`config.mk`:
```
export PLATFORM = sky130hd
export DESIGN_NAME = memory_mapped_regs
export DESIGN_NICKNAME = d
export VERILOG_FILES = /design/src/rtl/memory_mapped_regs.sv
export SDC_FILE = /design/constraint.sdc
export NUM_CORES = 1
export LEC_CHECK = 0
export ABC_AREA = 0
export CAP_MARGIN = 15
export CELL_PAD_IN_SITES_DETAIL_PLACEMENT = 1
export CELL_PAD_IN_SITES_GLOBAL_PLACEMENT = 1
export CORE_MARGIN = 2
export CORE_UTILIZATION = 48
export CTS_BUF_LIST = sky130_fd_sc_hd__clkbuf_16
export DETAILED_ROUTE_END_ITERATION = 8
export DONT_BUFFER_PORTS = 1
export PLACE_DENSITY = 0.94
export REMOVE_ABC_BUFFERS = 1
export SYNTH_ARGS = -nofsm -noshare
export SYNTH_HDL_FRONTEND = slang
export SYNTH_SLANG_ARGS = --single-unit
```
`constraint.sdc`:
```
create_clock -name clk -period 2.55 [get_ports clk]
set_clock_uncertainty 0.1 [all_clocks]
set_input_delay 0.3825 -clock clk [delete_from_list [all_inputs] [get_ports clk]]
set_output_delay 0.3825 -clock clk [all_outputs]
set_load 0.005 [all_outputs]
```
`src/rtl/memory_mapped_regs.sv`:
```
// Host-visible configuration/status register file for the TS QoS channel selector.
// Optional build macro MM_ID_REG_EN maps a constant ID word at 0x1C.
module memory_mapped_regs (
    input  logic        clk,
    input  logic        rst,
    input  logic        mm_write_en,
    input  logic        mm_read_en,
    input  logic [7:0]  mm_addr,
    input  logic [31:0] mm_wdata,
    output logic [31:0] mm_rdata,
    output logic        fallback_enable,
    output logic        manual_enable,
    output logic [1:0]  manual_channel,
    output logic [7:0]  channel_priority,
    output logic [19:0] reset_timer,
    input  logic [1:0]  active_channel,
    input  logic [3:0]  signal_present,
    input  logic [7:0]  error_count_ch0,
    input  logic [7:0]  error_count_ch1,
    input  logic [7:0]  error_count_ch2,
    input  logic [7:0]  error_count_ch3
);
    localparam logic [7:0]  ADDR_CONTROL  = 8'h00;
    localparam logic [7:0]  ADDR_PRIORITY = 8'h04;
    localparam logic [7:0]  ADDR_TIMER    = 8'h08;
    localparam logic [7:0]  ADDR_STATUS   = 8'h0C;
    localparam logic [7:0]  ADDR_ERR      = 8'h10;
    localparam logic [7:0]  ADDR_ID       = 8'h1C;
    localparam logic [31:0] ID_VALUE      = 32'h4D50_5453;

    localparam logic [7:0]  PRIORITY_RST  = 8'hE4;
    localparam logic [19:0] TIMER_RST     = 20'd1000;

    logic        fallback_reg;
    logic        manual_reg;
    logic [1:0]  channel_reg;
    logic [7:0]  priority_reg;
    logic [19:0] timer_reg;
    logic [31:0] rdata_reg;
    logic [31:0] rdata_next;
    logic [31:0] err_word;
    logic [7:0]  err_arr [4];

    assign err_arr[0] = error_count_ch0;
    assign err_arr[1] = error_count_ch1;
    assign err_arr[2] = error_count_ch2;
    assign err_arr[3] = error_count_ch3;

    generate
        for (genvar gi = 0; gi < 4; gi++) begin : g_err
            assign err_word[gi*8 +: 8] = err_arr[gi];
        end
    endgenerate

    // Read mux sees register state before any same-cycle write lands.
    always_comb begin
        rdata_next = 32'h0;
        case (mm_addr)
            ADDR_CONTROL:  rdata_next = {26'h0, channel_reg, 2'b00, manual_reg, fallback_reg};
            ADDR_PRIORITY: rdata_next = {24'h0, priority_reg};
            ADDR_TIMER:    rdata_next = {12'h0, timer_reg};
            ADDR_STATUS:   rdata_next = {24'h0, signal_present, 2'b00, active_channel};
            ADDR_ERR:      rdata_next = err_word;
`ifdef MM_ID_REG_EN
            ADDR_ID:       rdata_next = ID_VALUE;
`else
            ADDR_ID:       rdata_next = 32'h0;
`endif
            default:       rdata_next = 32'h0;
        endcase
    end

    always_ff @(posedge clk) begin
        if (rst) begin
            fallback_reg <= 1'b0;
            manual_reg   <= 1'b0;
            channel_reg  <= 2'd0;
            priority_reg <= PRIORITY_RST;
            timer_reg    <= TIMER_RST;
            rdata_reg    <= 32'h0;
        end else begin
            if (mm_read_en) begin
                rdata_reg <= rdata_next;
            end
            if (mm_write_en) begin
                case (mm_addr)
                    ADDR_CONTROL: begin
                        fallback_reg <= mm_wdata[0];
                        manual_reg   <= mm_wdata[1];
                        channel_reg  <= mm_wdata[5:4];
                    end
                    ADDR_PRIORITY: priority_reg <= mm_wdata[7:0];
                    ADDR_TIMER:    timer_reg    <= mm_wdata[19:0];
                    default: ;
                endcase
            end
        end
    end

    assign mm_rdata         = rdata_reg;
    assign fallback_enable  = fallback_reg;
    assign manual_enable    = manual_reg;
    assign manual_channel   = channel_reg;
    assign channel_priority = priority_reg;
    assign reset_timer      = timer_reg;
endmodule

```
==> impl_metrics.ini, run 1 <==
[setup_path]
critPathMaxStageDelay_ns = 0.68
arrival_ns = 1.83
path_class = input port to flop
critPathCaptureType = flop
crit_chain = nor3_1, and4_1, mux2i_1, nand2_1
slowest_stage = and4_1
required_ns = 2.63
path_max_fanout = 8
startpoint_type = input port

[timing]
layout_worst_path_cycle_share_pct = 68.50
setup_tns_ns = 0
slew_headroom_pct = 21.19
finalHoldViolations = 0
period_minus_slack_ns = 1.747
setup_viol = 0
max_slew.worst_pin.slew_ns = 1.180
rsz0062_at_grt = false
drv_slew = 0
fmax_ghz = 0.5725

[global_routing]
grt_pass1_vias = 2464
antenna_found_initial = 0
grt_overflow_total = 0
grtUsageTotal_pct = 25.42
grt_max_degree = 37
grt_pass1_wl_mm = 12.29

[power]
clkPwrFrac_pct = 51.3
ir_drop_mv = 0.3887
p_sw_mw = 0.4394
leakage_nw = 1.183
p_sw_share_pct = 19.86
seqPwrFrac_pct = 45.6
pwr-share-comb_pct = 3.1
p_int_mw = 1.773
p_total_mw = 2.212
power.density_nw_per_um2 = 718.5

[floorplan]
die_area_sq_um = 6483
fp.dieW_um = 80.52
start_util_pct = 50.42
coreArea_sq_um = 5574
ios = 146
die-height_um = 80.52
core.rowCount = 27

[clock_tree]
htree_levels = 3
hold_buffers = 0
clock-sinks = 64
cts.reportedPaths.clkPinSlew_ns = 0.05
cts_tree = done
post_cts_buffers = 0
clockRootBuffer = clkbuf_16
post_cts_resized = 0
clock_latency_ns = 0.32
cts_buffers = 9
clk_path_buf_depth = 2

[hold_path]
min_path_type = input port to flop

[final_layout]
drive_above_1_share_pct = 17.53
fill_cells = 636
final_nets = 369
ff_latch_area_sq_um = 1281
multi_input_area_sq_um = 1375
area_growth_pct = 9.572
final_cells = 363
num_antenna_cells = 0

[synth]
avgSynthCellArea_sq_um = 9.624
async_flop_share_pct = 0
synth_top_area_share_pct = 45.59
syn-cell-area_sq_um = 2810
synth.largest_area_cell = dfxtp_1
synth.distinct_cells = 37
netlist_top_cells_count = dfxtp_1 (64), nand2_1 (50), a22o_1 (26)
synth_edf_count = 0
syn_inst = 292
ys_ff_latch = 64
ys_seq_area_share_pct = 45.59
synth_area_leaders = dfxtp_1 (46%), a22o_1 (8.1%), nand2_1 (6.7%)
synth_ff_type = dfxtp_1
yosys_warnings = 0
synth_most_common_cell = dfxtp_1

[drt]
dr_total_vias = 2224
drtIter0Drc = 37
wl_per_cell_um = 21.58
drc = 0
route.antenna.remaining_nets = 0
first_pass_iters = 4
drt-vias-per-instance = 6.127
routed_wl_mm = 7.832

[placed_design]
gp_congestion = 0.7207
dp_cells = 348
io_buffers = 0
dp_hpwl_mm = 5.612

[run]
maxCapViolCount = 0

[run_status]
outcome = complete, no violations
-- flip-flops by register name (all words and copies together) (netlist names) --
register / cells
reset_timer: 20
manual_channel: 2
fallback_enable: 1
mm_rdata: 32
manual_enable: 1
channel_priority: 8
-- path summary, 6_finish.rpt --
path | start | to | slack [ns] | depth (start not counted)
min | rst | mm_rdata[21] | 0.03 | 1
max | mm_addr[1] | channel_priority[2] | 0.80 | 4
min reg2reg | mm_rdata[6] | mm_rdata[6] | 0.38 | 2
max reg2reg | reset_timer[4] | mm_rdata[4] | 1.29 | 4
-- cells by family (layout without fill, tap and decap cells) --
family	Yosys count	after routing	synth area share (%)
simple gates	106	106	19.32
mux	22	22	8.059
flops	64	64	45.59
compound gates	76	76	21.55
buf+inv	24	23	5.476
-- routing by layer --
layer | up-vias | routed length, um | global-route usage, %
met2 | 107 | 3893 | 45.17
met3 | 7 | 811 | 10.90
li1 | 1033 | - | -
met4 | 0 | 99 | 10.34
met1 | 1077 | 3028 | 26.06
met5 | - | 0 | 0
-- power groups by stage --
stage / clock (mW) / combinational (mW) / sequential [mW]
detailed placement: 0 / 0.0694 / 1.03
finish: 1.13 / 0.0692 / 1.01
CTS: 1.16 / 0.0697 / 1.01
global placement: 0 / 0.0658 / 1.03
global route: 1.21 / 0.0744 / 1.01
floorplan: 0 / 0.0502 / 1.03
-- layout make-up --
cell class | instances | area share (%)
repair buffers | 7 | 1.707
flip-flops and latches | 64 | 41.61
clock inverters | 6 | 1.666
well taps | 72 | 2.926
multi-input cells | 204 | 44.66
clock buffers | 9 | 7.314
inverters | 1 | 0.1219
-- critical path: cells and delay by family --
family	cells	cell delay, ns
and+or+nand+nor	3	1.19
muxes	1	0.25
-- layout by cell type, fill, tap and decap left out, drive strengths merged, types with 2 or more instances in the layout --
cell and count:
nor2 21, and2 2, mux2 5, a22o 26
buf 7, and4 4, clkbuf 9, nor2b 15
a22oi 5, nand4 2, nand3 6, o211a 4
o21ai 4, clkinv 5, a32oi 3, dfxtp 64
a21oi 26, nand2 50, mux2i 17, nor3 3
o221ai 4
-- through the flow --
step / hold slack [ns] / cell area, sq um / worst slack, ns / utilization (%)
after floorplan: 0.3417 / 2660 / 0.3136 / -
after global placement: 0.3527 / 2803 / 0.5606 / 50.28
after detailed placement: 0.3531 / 2803 / 0.4988 / 50.28
after CTS: 0.01346 / 3079 / 0.8376 / 55.24
after global routing: 0.008855 / 3079 / 0.6813 / 55.24
final: 0.02876 / 3079 / 0.8034 / 55.24
Power figures use the tool's default switching activity.
==> run 2: changes to the inputs <==
ABC_AREA = 1   (was 0)
CORE_UTILIZATION = 42   (was 48)
PLACE_DENSITY = 0.89   (was 0.94)
clock period = 1.75 ns   (was 2.55 ns; I/O delays follow)
==> impl_metrics.ini, run 2 <==
[power]
p_sw_mw = 0.7249
p_total_mw = 3.208
clkPwrFrac_pct = 47.7
pwr-share-comb_pct = 5.7
p_sw_share_pct = 22.60
p_int_mw = 2.483
power.density_nw_per_um2 = 947.1
ir_drop_mv = 0.5021
seqPwrFrac_pct = 46.6
leakage_nw = 1.413

[timing]
layout_worst_path_cycle_share_pct = 89.29
max_slew.worst_pin.slew_ns = 0.9327
setup_tns_ns = 0
setup_viol = 0
fin_ws_ns = 0.1874
drv_slew = 0
rsz0062_at_grt = false
finalHoldViolations = 0
slew_headroom_pct = 37.62
fmax_ghz = 0.6400
period_minus_slack_ns = 1.563

[clock_tree]
post_cts_buffers = 0
clock-sinks = 64
htree_levels = 3
cts_tree = done
cts_buffers = 9
post_cts_resized = 0
cts.reportedPaths.clkPinSlew_ns = 0.05
clockRootBuffer = clkbuf_16
clk_path_buf_depth = 2
clock_latency_ns = 0.32
hold_buffers = 30

[setup_path]
path_max_fanout = 25
r2r_slack_ns = 0.67
arrival_ns = 1.70
required_ns = 1.89
path_class = input port to flop
critPathCaptureType = flop
startpoint_type = input port
reg2reg_depth = 4
r2r_end = mm_rdata[0]
rr_startpoint = reset_timer[0]

[drt]
wl_per_cell_um = 18.95
first_pass_iters = 7
drtIter0Drc = 156
drc = 8
route.antenna.remaining_nets = 0
drt-vias-per-instance = 5.557
routed_wl_mm = 9.454
dr_total_vias = 2773

[hold_path]
hp-start = mm_wdata[18]
hold_depth = 2
min_to = reset_timer[18]
min_path_type = input port to flop

[global_routing]
grtUsageTotal_pct = 26.08
grt_pass1_wl_mm = 14.81
grt_max_degree = 26
antenna_found_initial = 0
use_met2_pct = 45.53
grt_overflow_total = 0
grt_pass1_vias = 2837
grt_use_met3_pct = 7.507
grt.busiest_layer = met2
met1_usage_pct = 30.76

[synth]
synth_ff_type = dfxtp_1
synth_top_area_share_pct = 45.67
ys_ff_latch = 64
yosys_warnings = 0
synth_most_common_cell = nand2_1
syn_inst = 394
synth_edf_count = 0
syn-cell-area_sq_um = 2805
synth_area_leaders = dfxtp_1 (46%), nand2_1 (15%), o21ai_0 (7.7%)
netlist_top_cells_count = nand2_1 (114), dfxtp_1 (64), nor2_1 (44)
synth.largest_area_cell = dfxtp_1
avgSynthCellArea_sq_um = 7.120
synth.distinct_cells = 22
ys_seq_area_share_pct = 45.67
async_flop_share_pct = 0

[floorplan]
die_area_sq_um = 7349
coreArea_sq_um = 6422
start_util_pct = 43.68
ios = 146
core.rowCount = 29
fp.dieW_um = 85.73
die-height_um = 85.73

[run_status]
outcome = finished with violations
violations = DRC

[final_layout]
fill_cells = 816
final_cell_mix = nand2_1 (114), dfxtp_1 (64), nor2_1 (44), o21ai_0 (43), a21oi_1 (37)
largest_reg_flops = 32
drive_above_1_share_pct = 8.768
final_nets = 500
num_antenna_cells = 0
area_growth_pct = 20.74
final_common_cell = nand2_1

[placed_design]
io_buffers = 0
gp_congestion = 0.8533
place_ws_ns = 0.1061
dp_hpwl_mm = 6.053

[run]
maxCapViolCount = 0
[run 2: changes by cell type after synthesis, sizes merged, moves of 17 or more]
cell	change
nor2	+28
nand2	+69
nand3	+29
inv	+17
a22o	-26
o21ai	+40
mux2i	-17
[run 2: kinds of logic (layout without fill, tap and decap cells)]
group	after synthesis	after routing	synth area share (%)
compound gates	84	84	15.39
buf+inv	43	71	7.582
flops	64	64	45.67
simple gates	203	203	31.36
[run 2: layout make-up]
type	count	area, sq um	area share [%]
multi-input combinational	287	1311	38.71
sequential	64	1281	37.83
timing repair buffer	36	370.4	10.93
clock buffer	9	225.2	6.649
tap	77	96.34	2.844
inverter	20	75.07	2.216
clock inverter	6	27.53	0.8127
[run 2: per-stage QoR]
| step | area, sq um | hold slack, ns | util [%] | instances |
|---|---|---|---|---|
| after floorplan | 2668 | 0.2316 | - | 371 |
| after global placement | 2834 | 0.2335 | 44.13 | 454 |
| after detailed placement | 2834 | 0.2357 | 44.13 | 454 |
| after CTS | 3387 | 0.005808 | 52.74 | 499 |
| after global routing | 3387 | 0.01347 | 52.74 | 499 |
| final | 3387 | 0.007488 | 52.74 | 499 |
[run 2: how the worst max path moves through the flow]
stage / startpoint / endpoint / slack [ns] / cells past startpoint
after floorplan: mm_addr[5] / reset_timer[0] / 0.11 / 8
after global placement: mm_addr[5] / reset_timer[1] / 0.21 / 8
after detailed placement: mm_addr[5] / reset_timer[0] / 0.11 / 8
after CTS: mm_read_en / mm_rdata[2] / 0.20 / 3
after global routing: mm_read_en / mm_rdata[18] / 0.04 / 3
final: mm_read_en / mm_rdata[11] / 0.19 / 3
[run 2: layer usage]
| metal | up-vias | routed length, um |
|---|---|---|
| li1 | 1320 | - |
| met5 | - | 0 |
| met3 | 14 | 665 |
| met1 | 1337 | 3679 |
| met2 | 102 | 4951 |
| met4 | 0 | 157 |
[run 2: power groups by stage]
| stage | combinational [mW] | clock, mW | sequential [mW] |
|---|---|---|---|
| final | 0.183 | 1.53 | 1.50 |
| after global routing | 0.200 | 1.63 | 1.50 |
| after CTS | 0.179 | 1.56 | 1.49 |
| after detailed placement | 0.106 | 0 | 1.53 |
| after global placement | 0.0992 | 0 | 1.52 |
| after floorplan | 0.0738 | 0 | 1.52 |
[run 2: critical path, cell delays in order]
cell	delay [ns]
dlygate4sd3_1	1.15
nand2_1	0.13
a21oi_1	0.15
==> run 3: changes to the inputs <==
CAP_MARGIN = 20   (was 15)
CORE_ASPECT_RATIO = 1.75   (was default)
==> impl_metrics.ini, run 3 (synthesized netlist as in run 2, its figures left out) <==
[placed_design]
placed_cell_area_sq_um = 2850
io_buffers = 0
gp_congestion = 0.8492
place_ws_ns = 0.1557
dp_hpwl_mm = 6.301

[global_routing]
grt_pass1_vias = 3183
grtUsageTotal_pct = 28.80
antenna_found_initial = 0
grt_overflow_total = 0
grt_pass1_wl_mm = 15.81
grt_max_degree = 34

[setup_path]
reg2reg_depth = 4
path_class = input port to flop
critPathMaxStageDelay_ns = 0.90
startpoint_type = input port
critPathCaptureType = flop
path_max_fanout = 27
slowest_stage = dlymetal6s4s_1
arrival_ns = 1.56
required_ns = 1.91
r2r_slack_ns = 0.74
rr_startpoint = channel_priority[3]
worstSetupStartpoint = mm_read_en
crit_chain = dlymetal6s4s_1, o21ai_0, a21oi_1

[floorplan]
ios = 146
start_util_pct = 43.22
coreArea_sq_um = 6490
die_area_sq_um = 7375
die-height_um = 112.1
fp.dieW_um = 65.78
core.rowCount = 39

[clock_tree]
clk_path_buf_depth = 2
clock-sinks = 64
cts_tree = done
cts_buffers = 9
clock_latency_ns = 0.33
clockRootBuffer = clkbuf_16
htree_levels = 3
cts.reportedPaths.clkPinSlew_ns = 0.05

[drt]
route.antenna.remaining_nets = 0
drc = 0
first_pass_iters = 4
dr_total_vias = 2856
drt-vias-per-instance = 5.611
drtIter0Drc = 138
wl_per_cell_um = 19.83
routed_wl_mm = 10.09

[final_layout]
drive_above_1_share_pct = 10.07
multi_input_area_sq_um = 1311
area_growth_pct = 24.71
final_common_cell = nand2_1
largest_reg_flops = 32
fill_cells = 804
final_nets = 504
ff_latch_area_sq_um = 1281
final_cell_area_sq_um = 3498
fin_util_pct = 53.90
final_cell_mix = nand2_1 (114), dfxtp_1 (64), nor2_1 (44), o21ai_0 (43), a21oi_1 (37)
num_antenna_cells = 0

[timing]
fmax_ghz = 0.7163
rsz0062_at_grt = false
layout_worst_path_cycle_share_pct = 79.77
hold_slack_ns = 0.008786
slew_headroom_pct = 26.45
period_minus_slack_ns = 1.396
drv_slew = 0
setup_viol = 0
fin_ws_ns = 0.3540
max_slew.worst_pin.slew_ns = 1.103
finalHoldViolations = 0
setup_tns_ns = 0

[run]
maxCapViolCount = 0

[power]
leakage_nw = 1.479
ir_drop_mv = 0.7309
power.density_nw_per_um2 = 1061

[hold_path]
hold_depth = 2
min_path_type = input port to flop
hp-start = mm_wdata[12]

[run_status]
outcome = complete, no violations
==> run 3: changes by cell type in the layout (fill, tap and decap cells not counted) <==
cell,before,now
clkinv_1,6,4
dlymetal6s4s_1,0,1
buf_12,2,1
buf_4,4,8
bufinv_16,0,3
==> run 3: per-stage QoR <==
stage / power, mW / std cells
floorplan: 1.594 / 371
global placement: 1.624 / 462
detailed placement: 1.631 / 462
CTS: 3.719 / 509
global route: 3.808 / 509
finish: 3.711 / 509
==> run 3: final timing paths <==
| kind | to |
|---|---|
| min reg2reg | mm_rdata[17] |
| min | reset_timer[12] |
| max reg2reg | mm_rdata[3] |
| max | mm_rdata[6] |
==> run 3: critical path, delay by kind of cell <==
family                 cells  cell delay, ns
buffers and inverters      1            0.90
AO/OA/AOI/OAI              2            0.39
==> run 3: what timing repair did <==
action	CTS	global route
hold endpoints to repair	49	0
gates resized for setup	0	1
buffers inserted	0	0
hold buffers	31	0
endpoints found under the setup margin	0	8
==> run 3: power by group <==
| part | internal (mW) | total (mW) | switching [mW] |
|---|---|---|---|
| logic | 0.0799 | 0.185 | 0.105 |
| clock network | 1.38 | 2.03 | 0.653 |
| registers | 1.48 | 1.50 | 0.0172 |
==> run 3: cell type report <==
cell class / count / area share [%]
Multi-Input combinational cell: 287 / 37.48
Sequential cell: 64 / 36.62
Timing Repair Buffer: 40 / 11.23
Clock buffer: 9 / 6.438
Clock inverter: 7 / 3.147
Tap cell: 82 / 2.933
Inverter: 20 / 2.146
==> run 3: layer usage <==
metal	vias up	share of wire, %	wire, um	GRT usage (%)
met5	-	0	0	0
met2	109	57	5719	55.15
met3	38	5.2	528	7.114
li1	1335	-	-	-
met4	0	4.9	496	18.47
met1	1374	33	3349	24.92
